### config.mk
export PLATFORM = sky130hd
export DESIGN_NAME = ad9866_gain_ctrl
export DESIGN_NICKNAME = d
export VERILOG_FILES = /design/src/rtl/ad9866_gain_ctrl.sv
export SDC_FILE = /design/constraint.sdc
export NUM_CORES = 1
export LEC_CHECK = 0
export CAP_MARGIN = 15
export CORE_ASPECT_RATIO = 1.5
export CORE_MARGIN = 4
export CORE_UTILIZATION = 56
export CTS_BUF_LIST = sky130_fd_sc_hd__clkbuf_2 sky130_fd_sc_hd__clkbuf_4 sky130_fd_sc_hd__clkbuf_8
export CTS_CLUSTER_DIAMETER = 150
export DETAILED_ROUTE_END_ITERATION = 10
export PLACE_DENSITY_LB_ADDON = 0.3
export SYNTH_ARGS = -nofsm -noshare
export SYNTH_HDL_FRONTEND = slang
export SYNTH_SLANG_ARGS = --single-unit
### constraint.sdc
create_clock -name clk -period 2.55 [get_ports clk]
set_input_delay 0.6375 -clock clk [delete_from_list [all_inputs] [get_ports clk]]
set_output_delay 0.6375 -clock clk [all_outputs]
set_load 0.05 [all_outputs]
### src/rtl/ad9866_gain_ctrl.sv
// AD9866 RX-gain request scheduler: one SPI gain write at a time, with redundant-write suppression, holdoff and ACK timeout.
// Define AD9866_GAIN_AGC_EN to add overload-driven auto-attenuation (atten is tied to 0 otherwise).
module ad9866_gain_ctrl #(
  parameter logic [5:0] RESET_GAIN    = 6'd20,
  parameter int         INIT_WAIT_CYC = 4096,
  parameter int         ACK_TIMEOUT   = 1024,
  parameter int         HOLDOFF_CYC   = 64,
  parameter int         OVF_WIN       = 4096,
  parameter int         OVF_THRESH    = 8,
  parameter int         OVF_STEP      = 3,
  parameter int         RECOVER_WINS  = 16
) (
  input  logic       clk,
  input  logic       reset,
  input  logic [5:0] host_gain,
  input  logic       host_gain_valid,
  input  logic       sen_n,
  input  logic       adc_ovf,
  output logic [5:0] gain,
  output logic       extrqst,
  output logic       busy,
  output logic       timeout_err,
  output logic [5:0] atten
);

  localparam int CNT_MAX = (INIT_WAIT_CYC > ACK_TIMEOUT)
                         ? ((INIT_WAIT_CYC > HOLDOFF_CYC) ? INIT_WAIT_CYC : HOLDOFF_CYC)
                         : ((ACK_TIMEOUT > HOLDOFF_CYC) ? ACK_TIMEOUT : HOLDOFF_CYC);
  localparam int CNT_W   = $clog2(CNT_MAX + 1);

  typedef enum logic [2:0] {S_WAIT_INIT, S_IDLE, S_REQ, S_XFER, S_HOLD} state_t;

  state_t           r_state, w_state_nxt;
  logic [CNT_W-1:0] r_cnt;
  logic [5:0]       r_target, r_gain, r_last_written, w_eff, w_atten;
  logic             r_lw_valid, r_sen_prev, r_timeout_err;
  logic             w_pending, w_done, w_timeout;

  always_comb begin
    w_eff     = (r_target > w_atten) ? (r_target - w_atten) : 6'd0;
    w_pending = !r_lw_valid || (w_eff != r_last_written);
  end

  always_comb begin
    w_state_nxt = r_state;
    w_done      = 1'b0;
    w_timeout   = 1'b0;
    case (r_state)
      S_WAIT_INIT: if (r_cnt == CNT_W'(INIT_WAIT_CYC - 1)) w_state_nxt = S_IDLE;
      S_IDLE:      if (w_pending) w_state_nxt = S_REQ;
      S_REQ: begin
        if (!sen_n) begin
          w_state_nxt = S_XFER;
        end else if (r_cnt == CNT_W'(ACK_TIMEOUT - 1)) begin
          w_state_nxt = S_HOLD;
          w_timeout   = 1'b1;
        end
      end
      // Completion is the writer releasing sen_n after the transfer.
      S_XFER: begin
        if (sen_n && !r_sen_prev) begin
          w_state_nxt = S_HOLD;
          w_done      = 1'b1;
        end
      end
      S_HOLD:      if (r_cnt == CNT_W'(HOLDOFF_CYC - 1)) w_state_nxt = S_IDLE;
      default:     w_state_nxt = S_WAIT_INIT;
    endcase
  end

  always_ff @(posedge clk or posedge reset) begin
    if (reset) begin
      r_state        <= S_WAIT_INIT;
      r_cnt          <= '0;
      r_target       <= RESET_GAIN;
      r_gain         <= RESET_GAIN;
      r_last_written <= 6'd0;
      r_lw_valid     <= 1'b0;
      r_sen_prev     <= 1'b1;
      r_timeout_err  <= 1'b0;
    end else begin
      r_state    <= w_state_nxt;
      r_cnt      <= (w_state_nxt != r_state || r_state == S_IDLE) ? '0 : r_cnt + 1'b1;
      r_sen_prev <= sen_n;
      if (host_gain_valid) r_target <= host_gain;
      if (r_state == S_IDLE && w_state_nxt == S_REQ) r_gain <= w_eff;
      if (w_done) begin
        r_last_written <= r_gain;
        r_lw_valid     <= 1'b1;
      end
      if (w_timeout) r_timeout_err <= 1'b1;
    end
  end

`ifdef AD9866_GAIN_AGC_EN
  localparam int WIN_W = $clog2(OVF_WIN + 1);
  localparam int OC_W  = $clog2(OVF_THRESH + 1);
  localparam int CL_W  = $clog2(RECOVER_WINS + 1);

  logic [WIN_W-1:0] r_win_cnt;
  logic [OC_W-1:0]  r_ovf_cnt, w_ovf_tot;
  logic [CL_W-1:0]  r_clean_cnt;
  logic [5:0]       r_atten;
  logic [6:0]       w_att_sum;
  logic             w_win_end;

  // The overflow seen on the window's last cycle still counts toward that window.
  always_comb begin
    w_ovf_tot = (adc_ovf && r_ovf_cnt != OC_W'(OVF_THRESH)) ? r_ovf_cnt + 1'b1 : r_ovf_cnt;
    w_win_end = (r_win_cnt == WIN_W'(OVF_WIN - 1));
    w_att_sum = {1'b0, r_atten} + 7'(OVF_STEP);
  end

  always_ff @(posedge clk or posedge reset) begin
    if (reset) begin
      r_win_cnt   <= '0;
      r_ovf_cnt   <= '0;
      r_clean_cnt <= '0;
      r_atten     <= 6'd0;
    end else if (w_win_end) begin
      r_win_cnt <= '0;
      r_ovf_cnt <= '0;
      if (w_ovf_tot == OC_W'(OVF_THRESH)) begin
        r_atten     <= (w_att_sum > 7'd63) ? 6'd63 : w_att_sum[5:0];
        r_clean_cnt <= '0;
      end else if (w_ovf_tot == '0) begin
        if (r_clean_cnt == CL_W'(RECOVER_WINS - 1)) begin
          r_clean_cnt <= '0;
          if (r_atten != 6'd0) r_atten <= r_atten - 1'b1;
        end else begin
          r_clean_cnt <= r_clean_cnt + 1'b1;
        end
      end else begin
        r_clean_cnt <= '0;
      end
    end else begin
      r_win_cnt <= r_win_cnt + 1'b1;
      r_ovf_cnt <= w_ovf_tot;
    end
  end

  assign w_atten = r_atten;
`else
  localparam int agc_cfg_unused = OVF_WIN + OVF_THRESH + OVF_STEP + RECOVER_WINS;
  logic w_ovf_unused;
  assign w_ovf_unused = adc_ovf;
  assign w_atten      = 6'd0;
`endif

  assign gain        = r_gain;
  assign extrqst     = (r_state == S_REQ);
  assign busy        = (r_state == S_REQ) || (r_state == S_XFER) || (r_state == S_HOLD);
  assign timeout_err = r_timeout_err;
  assign atten       = w_atten;

endmodule

==> impl_metrics.json <==
{
  "crit_family": "buffers and inverters",
  "vdd.ir_drop.worst_v": 0.000921,
  "cts.clk_slew.worst_paths_ps": 80,
  "place_area_um2": 2030,
  "cp_slowest_stage_delay_ps": 800,
  "cts-buffers-inserted": 5,
  "fmax_ghz": 0.441,
  "die_y_um": 78.5,
  "grt_start_max_net_pins": 38,
  "start_util_pct": 58.7,
  "critPathCaptureType": "output port",
  "path_buf_inv": 1,
  "finalCoreUtilization_pct": 68.1,
  "drive_above_1_share_pct": 25.1,
  "use_met2_pct": 34.0,
  "via_per_inst": 5.74,
  "finalHoldViolCount": 0,
  "synthTopCellsByArea": "dfrtp_1 (43%), mux2_2 (11%), dfstp_2 (7.1%), xnor2_1 (4.7%), a211oi_1 (4.5%)",
  "maxCapViolations": 0,
  "final_area_um2": 2150,
  "critical-path-slowest-cell": "clkdlybuf4s50_1",
  "first_pass_iters": 4,
  "routed_wirelength_mm": 3.43,
  "syn-mean-instance-area_um2": 11.8,
  "routedWlPerCell_um": 15.7,
  "die_w_um": 55.0,
  "core_um2": 3160,
  "synth-edff-count": 0,
  "p_int_uw": 1460,
  "swShare_pct": 38.6,
  "top_usage_layer": "met2",
  "grt_pass1_vias": 1391,
  "num_vias": 1258,
  "min_from": "r_lw_valid$_DFFE_PP0P_",
  "period_minus_slack_ps": 2270,
  "ys_warn_count": 0,
  "use_met3_pct": 5.31,
  "rows": 25,
  "setup_tns_ps": 0,
  "combPwrFrac_pct": 39.6,
  "ios": 26,
  "layout_setup_ws_ps": 281,
  "synth_area_um2": 1850,
  "worstPathMaxFanout": 3,
  "r2r_start": "r_state[2]$_DFF_PP0_",
  "final_common_cell": "dfrtp_1",
  "period_share_pct": 89.0,
  "status": "finished clean",
  "worstMarginPinSlew_ps": 684,
  "postCtsHoldBufs": 0,
  "antenna_found_initial": 0,
  "track_usage_pct": 19.6,
  "clock_sinks": 37,
  "powerDensity_nw_per_um2": 1100,
  "io_buffer_count": 18,
  "ys_dominant_reg_cell": "dfrtp_1",
  "drt_iter0_drc": 16,
  "met1_usage_pct": 21.1,
  "layout_common_cells": "dfrtp_1 (32), mux2_2 (18), clkdlybuf4s50_1 (16)",
  "path_cells": "clkdlybuf4s50_1",
  "finalMaxSlewViolations": 0,
  "cts_buffer_depth": 2,
  "relSlewSlack_pct": 54.1,
  "rsz0062_at_grt": "no",
  "post-route-drc-count": 0,
  "synthArstFlopShare_pct": 100,
  "critPathRequiredTime_ps": 1910,
  "syn2layout_area_growth_pct": 16.1,
  "dp_hpwl_mm": 2.48,
  "finalNetCount": 190,
  "synthCells": 157,
  "critical_path_class": "flip-flop to output port",
  "seq_power_share_pct": 37.7,
  "synth_cell_types": 35,
  "critPathLaunchType": "flip-flop",
  "setup_viol": 0,
  "ant_nets": 0,
  "cts-resized-gates": 0,
  "overflow": 0,
  "antennaDiodeCount": 0,
  "cts_max_level": 2,
  "root_buffer": "clkbuf_8",
  "grt_pass1_wl_mm": 6.18,
  "p_sw_uw": 915,
  "crit_start": "gain[4]$_DFFE_PP1P_",
  "synth_largest_area_cell": "dfrtp_1",
  "arrival_ps": 1630,
  "clk_latency_ps": 290,
  "cts_tree": "done",
  "hold_class": "flip-flop to flip-flop",
  "design.die.area_um2": 4310,
  "seq_area_frac_synth_pct": 50.3,
  "power_frac_clock_pct": 22.6,
  "fin_hold_ws_ps": 475,
  "power_leakage_uw": 0.000864,
  "place_congestion": 0.907,
  "fin_skew_ps": 11.7,
  "synth-seq-cells": 37,
  "post-place-ws_ps": 390,
  "cts_setup_buffers": 0,
  "synth_top_area_share_pct": 43.2
}
-- kinds of logic (layout without fill, tap and decap cells) --
| kind of cell | Yosys count | after routing | share of synthesized area [%] |
|---|---|---|---|
| flip-flops | 37 | 37 | 50.3 |
| other | 1 | 6 | 0.202 |
| AO/OA/AOI/OAI | 20 | 20 | 9.18 |
| buffers and inverters | 16 | 33 | 5.80 |
| XOR/XNOR | 17 | 17 | 8.03 |
| AND/OR/NAND/NOR | 47 | 47 | 14.9 |
| adder cells (fa/ha/maj) | 1 | 1 | 0.675 |
| multiplexers | 18 | 18 | 10.9 |
-- Yosys cell counts (2+ instances only) --
master    instances
dfrtp_1          32
mux2_2           18
a211oi_1         11
nand4_1          10
xnor2_1          10
nand2_1           8
nand3_1           8
xor2_1            7
buf_4             6
dfstp_2           5
clkbuf_1          4
nor2_1            4
inv_1             3
nor4_1            3
a211oi_2          2
a21o_1            2
and4_1            2
buf_6             2
nor3_1            2
nor3b_1           2
or2_2             2
-- power groups by stage --
| stage | combinational, uW | clock, uW | sequential (uW) |
|---|---|---|---|
| final | 939 | 537 | 895 |
| after detailed placement | 943 | 0 | 903 |
| after floorplan | 563 | 0 | 1040 |
| after global placement | 921 | 0 | 892 |
| after CTS | 947 | 549 | 894 |
| after global routing | 1010 | 579 | 919 |
-- final cells by class --
cell class / instances / area [um2]
Fill cell: 237 / 1010
Sequential cell: 37 / 932
Multi-Input combinational cell: 109 / 833
Timing Repair Buffer: 22 / 205
Clock buffer: 7 / 90.1
Tap cell: 40 / 50.0
Clock inverter: 1 / 30.0
Inverter: 3 / 11.3
-- stage by stage --
| stage | power (uW) | instances |
|---|---|---|
| finish | 2370 | 219 |
| global route | 2510 | 219 |
| CTS | 2390 | 219 |
| detailed placement | 1850 | 211 |
| global placement | 1810 | 211 |
| floorplan | 1600 | 162 |
-- final timing paths --
| check | cells past startpoint | end | slack [ps] |
|---|---|---|---|
| max | 1 | gain[4] | 280 |
| min | 1 | r_lw_valid$_DFFE_PP0P_ | 470 |
| max reg2reg | 4 | r_cnt[6]$_DFF_PP0_ | 390 |
| min reg2reg | 1 | r_lw_valid$_DFFE_PP0P_ | 470 |
| max in group asynchronous | 3 | r_target[4]$_DFFE_PP1P_ | 1460 |
| min in group asynchronous | 3 | r_cnt[6]$_DFF_PP0_ | 740 |
-- flip-flops by register name, summed over array words and instances (netlist names) --
| register | count |
|---|---|
| gain | 6 |
| r_cnt | 13 |
| r_last_written | 6 |
| r_lw_valid | 1 |
| r_sen_prev | 1 |
| r_state | 3 |
| r_target | 6 |
| timeout_err | 1 |
-- metal layers --
| layer | wire, um | share of wire (%) | up-vias |
|---|---|---|---|
| met5 | 0 | 0 | - |
| met4 | 57 | 1.7 | 0 |
| met3 | 94 | 2.7 | 6 |
| met2 | 1940 | 57 | 19 |
| met1 | 1340 | 39 | 633 |
| li1 | - | - | 600 |
No activity file was read; power rests on OpenSTA's default activity.
